File: src/rtl/pll_reset_seq.sv
// PLL lock qualifier and system reset sequencer with optional clock-enable divider.
// Ports: clk_sys, rst_n (async, active low), pll_locked (async), soft_rst;
//        sys_rst_n, ready, lost_cnt[7:0], ce.  Macro PLL_RESET_SEQ_CE_EN builds the ce divider.
module pll_reset_seq #(
    parameter int FILT_CYCLES = 16,
    parameter int HOLD_CYCLES = 64,
    parameter int CE_DIV      = 3
) (
    input  logic       clk_sys,
    input  logic       rst_n,
    input  logic       pll_locked,
    input  logic       soft_rst,
    output logic       sys_rst_n,
    output logic       ready,
    output logic [7:0] lost_cnt,
    output logic       ce
);

    if (FILT_CYCLES < 1 || FILT_CYCLES > 65535) begin : g_bad_filt
        $error("FILT_CYCLES out of range");
    end
    if (HOLD_CYCLES < 1 || HOLD_CYCLES > 65535) begin : g_bad_hold
        $error("HOLD_CYCLES out of range");
    end
    if (CE_DIV < 1 || CE_DIV > 256) begin : g_bad_div
        $error("CE_DIV out of range");
    end

    typedef enum logic [2:0] {
        S_WAIT,
        S_FILT,
        S_HOLD,
        S_RUN,
        S_LOST
    } state_t;

    localparam logic [15:0] FILT_LAST = 16'(FILT_CYCLES - 1);
    localparam logic [15:0] HOLD_LAST = 16'(HOLD_CYCLES - 1);

    state_t      state;
    state_t      nstate;
    logic [15:0] cnt;
    logic [15:0] ncnt;
    logic        sync1;
    logic        locked_s;

    // Lock loss is checked first in every state so it beats soft_rst.
    always_comb begin
        nstate = state;
        ncnt   = cnt;
        unique case (state)
            S_WAIT: begin
                if (locked_s) begin
                    nstate = S_FILT;
                    ncnt   = '0;
                end
            end
            S_FILT: begin
                if (!locked_s) begin
                    nstate = S_WAIT;
                    ncnt   = '0;
                end else if (cnt == FILT_LAST) begin
                    nstate = S_HOLD;
                    ncnt   = '0;
                end else begin
                    ncnt = cnt + 16'd1;
                end
            end
            S_HOLD: begin
                if (!locked_s) begin
                    nstate = S_LOST;
                    ncnt   = '0;
                end else if (soft_rst) begin
                    ncnt = '0;
                end else if (cnt == HOLD_LAST) begin
                    nstate = S_RUN;
                    ncnt   = '0;
                end else begin
                    ncnt = cnt + 16'd1;
                end
            end
            S_RUN: begin
                if (!locked_s) begin
                    nstate = S_LOST;
                end else if (soft_rst) begin
                    nstate = S_HOLD;
                    ncnt   = '0;
                end
            end
            S_LOST: begin
                nstate = S_WAIT;
                ncnt   = '0;
            end
            default: begin
                nstate = S_WAIT;
                ncnt   = '0;
            end
        endcase
    end

    always_ff @(posedge clk_sys or negedge rst_n) begin
        if (!rst_n) begin
            sync1     <= 1'b0;
            locked_s  <= 1'b0;
            state     <= S_WAIT;
            cnt       <= '0;
            sys_rst_n <= 1'b0;
            ready     <= 1'b0;
            lost_cnt  <= '0;
        end else begin
            sync1     <= pll_locked;
            locked_s  <= sync1;
            state     <= nstate;
            cnt       <= ncnt;
            // Outputs follow next state so they change on the same edge as state.
            sys_rst_n <= (nstate == S_RUN);
            ready     <= (nstate == S_RUN);
            if (state == S_LOST && lost_cnt != 8'hFF) begin
                lost_cnt <= lost_cnt + 8'd1;
            end
        end
    end

`ifdef PLL_RESET_SEQ_CE_EN
    localparam int CW = (CE_DIV > 1) ? $clog2(CE_DIV) : 1;
    localparam logic [CW-1:0] CE_LAST = CW'(CE_DIV - 1);

    logic [CW-1:0] ce_cnt;
    logic [CW-1:0] nce_cnt;

    // Counter restarts from 0 on the first RUN cycle and is parked at 0 elsewhere.
    always_comb begin
        nce_cnt = '0;
        if (nstate == S_RUN && state == S_RUN && ce_cnt != CE_LAST) begin
            nce_cnt = ce_cnt + 1'b1;
        end
    end

    always_ff @(posedge clk_sys or negedge rst_n) begin
        if (!rst_n) begin
            ce_cnt <= '0;
            ce     <= 1'b0;
        end else begin
            ce_cnt <= nce_cnt;
            ce     <= (nstate == S_RUN) && (nce_cnt == CE_LAST);
        end
    end
`else
    assign ce = 1'b0;
`endif

endmodule

File: config.mk
export PLATFORM = sky130hd
export DESIGN_NAME = pll_reset_seq
export DESIGN_NICKNAME = d
export VERILOG_FILES = /design/src/rtl/pll_reset_seq.sv
export SDC_FILE = /design/constraint.sdc
export NUM_CORES = 1
export LEC_CHECK = 0
export CAP_MARGIN = 20
export CORE_MARGIN = 3
export CORE_UTILIZATION = 55
export DETAILED_ROUTE_END_ITERATION = 8
export PLACE_DENSITY = 0.83
export SLEW_MARGIN = 20
export SYNTH_ARGS = -nofsm -noshare
export SYNTH_HDL_FRONTEND = slang
export SYNTH_SLANG_ARGS = --single-unit
File: constraint.sdc
create_clock -name clk_sys -period 2.18 [get_ports clk_sys]
set_input_delay 0.436 -clock clk_sys [delete_from_list [all_inputs] [get_ports clk_sys]]
set_output_delay 0.436 -clock clk_sys [all_outputs]
set_load 0.005 [all_outputs]
# --- After elaboration in Yosys (flattened, before gate mapping) ---
# Cells that the tools add are included.
op_classes:
  addsub: 2
  n_reduce_logical: 3
  n_mux: 18
  n_eq_ne: 11
ops:
  columns: ["cell", "count"]
  rows:
  - ["16-bit two-way mux", 8]
  - ["16-bit one-hot mux with 4 select lines", 1]
  - ["3-bit two-way mux", 8]
  - ["16-bit by 1-bit adder with 16-bit output (second input constant)", 1]
  - ["16-bit by 4-bit == test with 1-bit output (second input constant)", 1]
  - ["16-bit by 6-bit == test with 1-bit output (second input constant)", 1]
  - ["3-bit one-hot mux with 4 select lines", 1]
  - ["3-bit by 2-bit == test with 1-bit output (second input constant)", 3]
  - ["8-bit by 1-bit adder with 8-bit output (second input constant)", 1]
  - ["8-bit != test (second input constant)", 1]
  - ["2-bit != test (second input constant)", 3]
  - ["3-bit by 1-bit == test with 1-bit output (second input constant)", 1]
  - ["3-bit == test (second input constant)", 1]
  - ["3-bit zero test", 1]
  - ["3-bit AND reduction", 1]
  - ["1-bit logical AND", 1]
totals:
  elab_cells: 40
  out_inout_bits: 11
  ff_bits: 30

# --- Logic depth before layout (Yosys ltp) ---
logic_depth:
  depth_word: 6
  depth_mapped: 7
  mapped_depth_nobuf: 6

# --- Worst setup path after synthesis ---
# Ideal clock, no wire load.
synth_timing:
  path_kind: "reg2reg"
  from: "register cnt[0]"
  to: "register cnt[4]"
  path_buffers: 1
  setup_slack_ns: 0.446
  stages_incl_launch_ff: 8
  arrival_ns: 1.616
  path_cell_list: "dfrtp_1 ha_1 and3_1 nand4_1 a22oi_4 buf_6 o21ai_1 a21o_1"
synth_between:
  elab_chain_cells: 5
  elab_cells_between_ends: 9
synth_rtl:
  columns: ["element", "line_no", "source"]
  rows:
  - ["start: declaration", "42", "logic [15:0] cnt;"]
  - ["start signal: assignment", "114", "cnt <= ncnt;"]
  - ["16-bit by 1-bit adder with 16-bit output / 16-bit by 6-bit == test with 1-bit output (equally long branches)", "66, 79, 75", null]
  - ["16-bit two-way mux", "75", "end else if (cnt == HOLD_LAST) begin"]
  - ["16-bit two-way mux", "73", "end else if (soft_rst) begin"]
  - ["16-bit two-way mux", "70", "if (!locked_s) begin"]
  - ["16-bit one-hot mux with 4 select lines *", "51", "unique case (state)"]
# Every way passes the cells marked *; elsewhere a longest branch is shown, timed or not.
# A chain may end at the register's enable or synchronous reset.

# --- Worst setup path in the final report ---
layout_timing:
  from: "register cnt[0]"
  to: "register cnt[9]"
# Same word-level chain as after synthesis.

==> key figures <==
Run status
  – Outcome: complete, no violations

Routing
  – Vias: 1,340
  – First drt pass iteration count: 4
  – Drc violations: 0
  – DRT iter0 DRCs: 105
  – Wirelength per Cell: 16.52 um
  – Vias per cell: 6.291
  – Remaining antenna violation count after routing: 0
  – Final WL: 3.518 mm

Die
  – I/O pin total: 15
  – Die Ht: 60.22 um
  – Row count: 19
  – Die W: 60.22 um
  – Core Box Area: 2781 sq um
  – Starting density of the core: 58.12%
  – Die area: 3626 sq um

Synthesis
  – Dominant synthesized flop cell: dfrtp_1
  – Seq/Total Area, Yosys: 46.44%
  – Area contributors post-synth: dfrtp_1, nand3_1, nand2_1
  – Synth top area share: 46.44%
  – Synthesized Nets: 169
  – Post-synth EDFFs: 0
  – Cell count after synthesis: 163
  – Synthesized area: 1617 sq um
  – Syn. warnings: 0
  – Mapped Avg Cell Area: 9.917 sq um
  – Post-synth ARST share: 100.0%
  – Dominant cell by count in the synthesized netlist: dfrtp_1
  – Post-synthesis cell type count: 42
  – Synth area leader: dfrtp_1
  – Seq cells post-synth: 30
  – Post-synth top cells: dfrtp_1, nand2_1, nand3_1

CTS
  – CTS tree: done
  – CTS Buffer Depth: 2
  – CTS root buf: clkbuf_4
  – Number of H-tree levels: 2
  – Clk Latency, worst-skew pair: 0.33 ns
  – Sink Count: 30
  – CTS clk-pin slew, worst paths: 0.10 ns
  – Num CTS Buffers: 5
  – Hold_buf cts: 0

STA
  – Worst-margin pin slew: 0.5482 ns
  – Setup TNS: 0 ns
  – Final Hold Fails: 0
  – Slew headroom: 63.29%
  – Shortest period the worst path allows: 2.032 ns
  – Final Setup Violations: 0
  – RSZ-0062 raised after global routing: false
  – Final setup margin: 0.1476 ns
  – Max Slew Vio Count: 0
  – Fin crit share: 93.23%
  – Skew final: 0.01411 ns
  – F_max: 492.0 MHz

Power and ir drop
  – Worst vdd ir: 489.9 uV
  – Pwr/cell area: 557.5 nW/um^2
  – Leak: 0.8751 nW

GRT
  – Initial antenna violation count: 0
  – Total GRT Usage: 20.97%
  – Number of global-route vias before repair: 1,291
  – Largest net degree at the start of global routing: 31
  – GR Overflow Total: 0
  – First-pass GRT wire length: 5.651 mm

Worst setup path
  – Slowest CP cell: dfrtp_1
  – CP startpoint kind: flip-flop
  – Crit path max fanout: 14
  – Setup CP Type: reg -> reg
  – Max incr delay on CP: 0.42 ns
  – Critical Path End Type: flip-flop
  – Worst Path Arrival: 2.23 ns
  – Worst EP required: 2.38 ns
  – Crit-path cells: ha_1 -> and3_1 -> nand4_1 -> a22o_2 -> a41oi_1 -> a31oi_1

Worst hold path
  – Hold crit path type: reg -> reg

Layout
  – Fill cells: 214
  – Nets: 187
  – FF/Latch Area: 750.7 sq um
  – Multi-input logic area: 793.3 sq um
  – Share of cells above drive strength 1: 10.99%
  – N_diodes: 0
  – Area grow syn2layout: 13.70%

Placed design
  – DP Worst Slack: -0.2177 ns
  – Detailed Place HPWL: 2.459 mm
  – Routability Congestion: 0.8711
  – Port bufs: 13

Run
  – Max Cap Viol: 0
==> metal layers <==
metal / up-vias / routed length, um / share of wire, % / track usage [%]
li1: 633 / - / - / -
met1: 659 / 1471 / 42 / 24.66
met2: 40 / 1795 / 51 / 33.95
met3: 8 / 208 / 5.9 / 7.127
met4: 0 / 42 / 1.2 / 10.13
met5: - / 0 / 0 / 0
==> report_power, final <==
part           leakage, nW  switching (mW)  internal [mW]  total [mW]
sequential           0.410          0.0227          0.573       0.596
combinational        0.430          0.0475         0.0368      0.0844
clock               0.0353           0.188          0.156       0.344
total                0.875           0.259          0.766        1.02
==> sequential cells by signal, summed over array words and instances (netlist names) <==
register / count
lost_cnt: 8
sync1: 1
locked_s: 1
cnt: 16
state: 3
ready: 1
==> cells by family (layout without fill, tap and decap cells) <==
group | count (synthesis) | count (layout) | synth area share [%]
flops | 30 | 30 | 46.44
buf+inv | 11 | 30 | 4.566
other cells | 1 | 1 | 0.2320
compound gates | 36 | 36 | 15.64
simple gates | 75 | 75 | 27.25
xor+xnor | 8 | 8 | 4.334
fa+ha+maj | 2 | 2 | 1.548
==> worst paths after layout <==
check / startpoint / to / slack [ns] / cells after the start
worst max-delay path: cnt[0] / cnt[9] / 0.15 / 6
worst min-delay path: sync1 / locked_s / 0.36 / 0
worst max register to register: cnt[0] / cnt[9] / 0.15 / 6
worst min register to register: sync1 / locked_s / 0.36 / 0
max in group asynchronous: rst_n / cnt[11] / 1.42 / 2
min in group asynchronous: rst_n / cnt[8] / 0.47 / 2
==> layout make-up <==
type                       count  area share, %
clock buffer                   7          2.995
clock inverter                 1         0.2723
inverter                       4         0.8169
multi-input combinational    122          43.16
sequential                    30          40.84
tap                           31          2.110
timing repair buffer          18          9.803
==> through the flow <==
stage,cells,util [%],hold WS [ns],power (mW),cell area [sq um]
finish,213,66.08,0.3619,1.025,1838
CTS,212,65.32,0.3624,1.027,1817
detailed placement,204,63.16,0.3412,0.6848,1757
global placement,204,63.16,0.3340,0.6777,1757
floorplan,163,-,0.1404,0.6539,1617
global route,213,66.08,0.3750,1.065,1838
==> repair_timing <==
item,CTS,global route
endpoints found under the hold margin,0,0
endpoints found under the setup margin,0,7
buffers inserted,0,1
resized for setup,0,1
==> worst max-delay path: cells and delay by family (launching register included) <==
kind	cells	cell delay, ns
flip-flops	1	0.42
AO/OA/AOI/OAI	3	0.73
adder cells (fa/ha/maj)	1	0.29
AND/OR/NAND/NOR	2	0.48
==> cells in the final DEF (no fill, tap or decap), types with 5 or more instances in the layout <==
| master | n |
|---|---|
| dfrtp_1 | 30 |
| nand4_1 | 5 |
| and3_1 | 6 |
| nand3_1 | 14 |
| nand2_1 | 14 |
| clkbuf_4 | 5 |
| a21o_1 | 5 |
| clkdlybuf4s50_1 | 13 |
| nor3_1 | 5 |
| nor2_1 | 9 |
| a21oi_1 | 8 |
No activity file was read; power rests on OpenSTA's default activity.
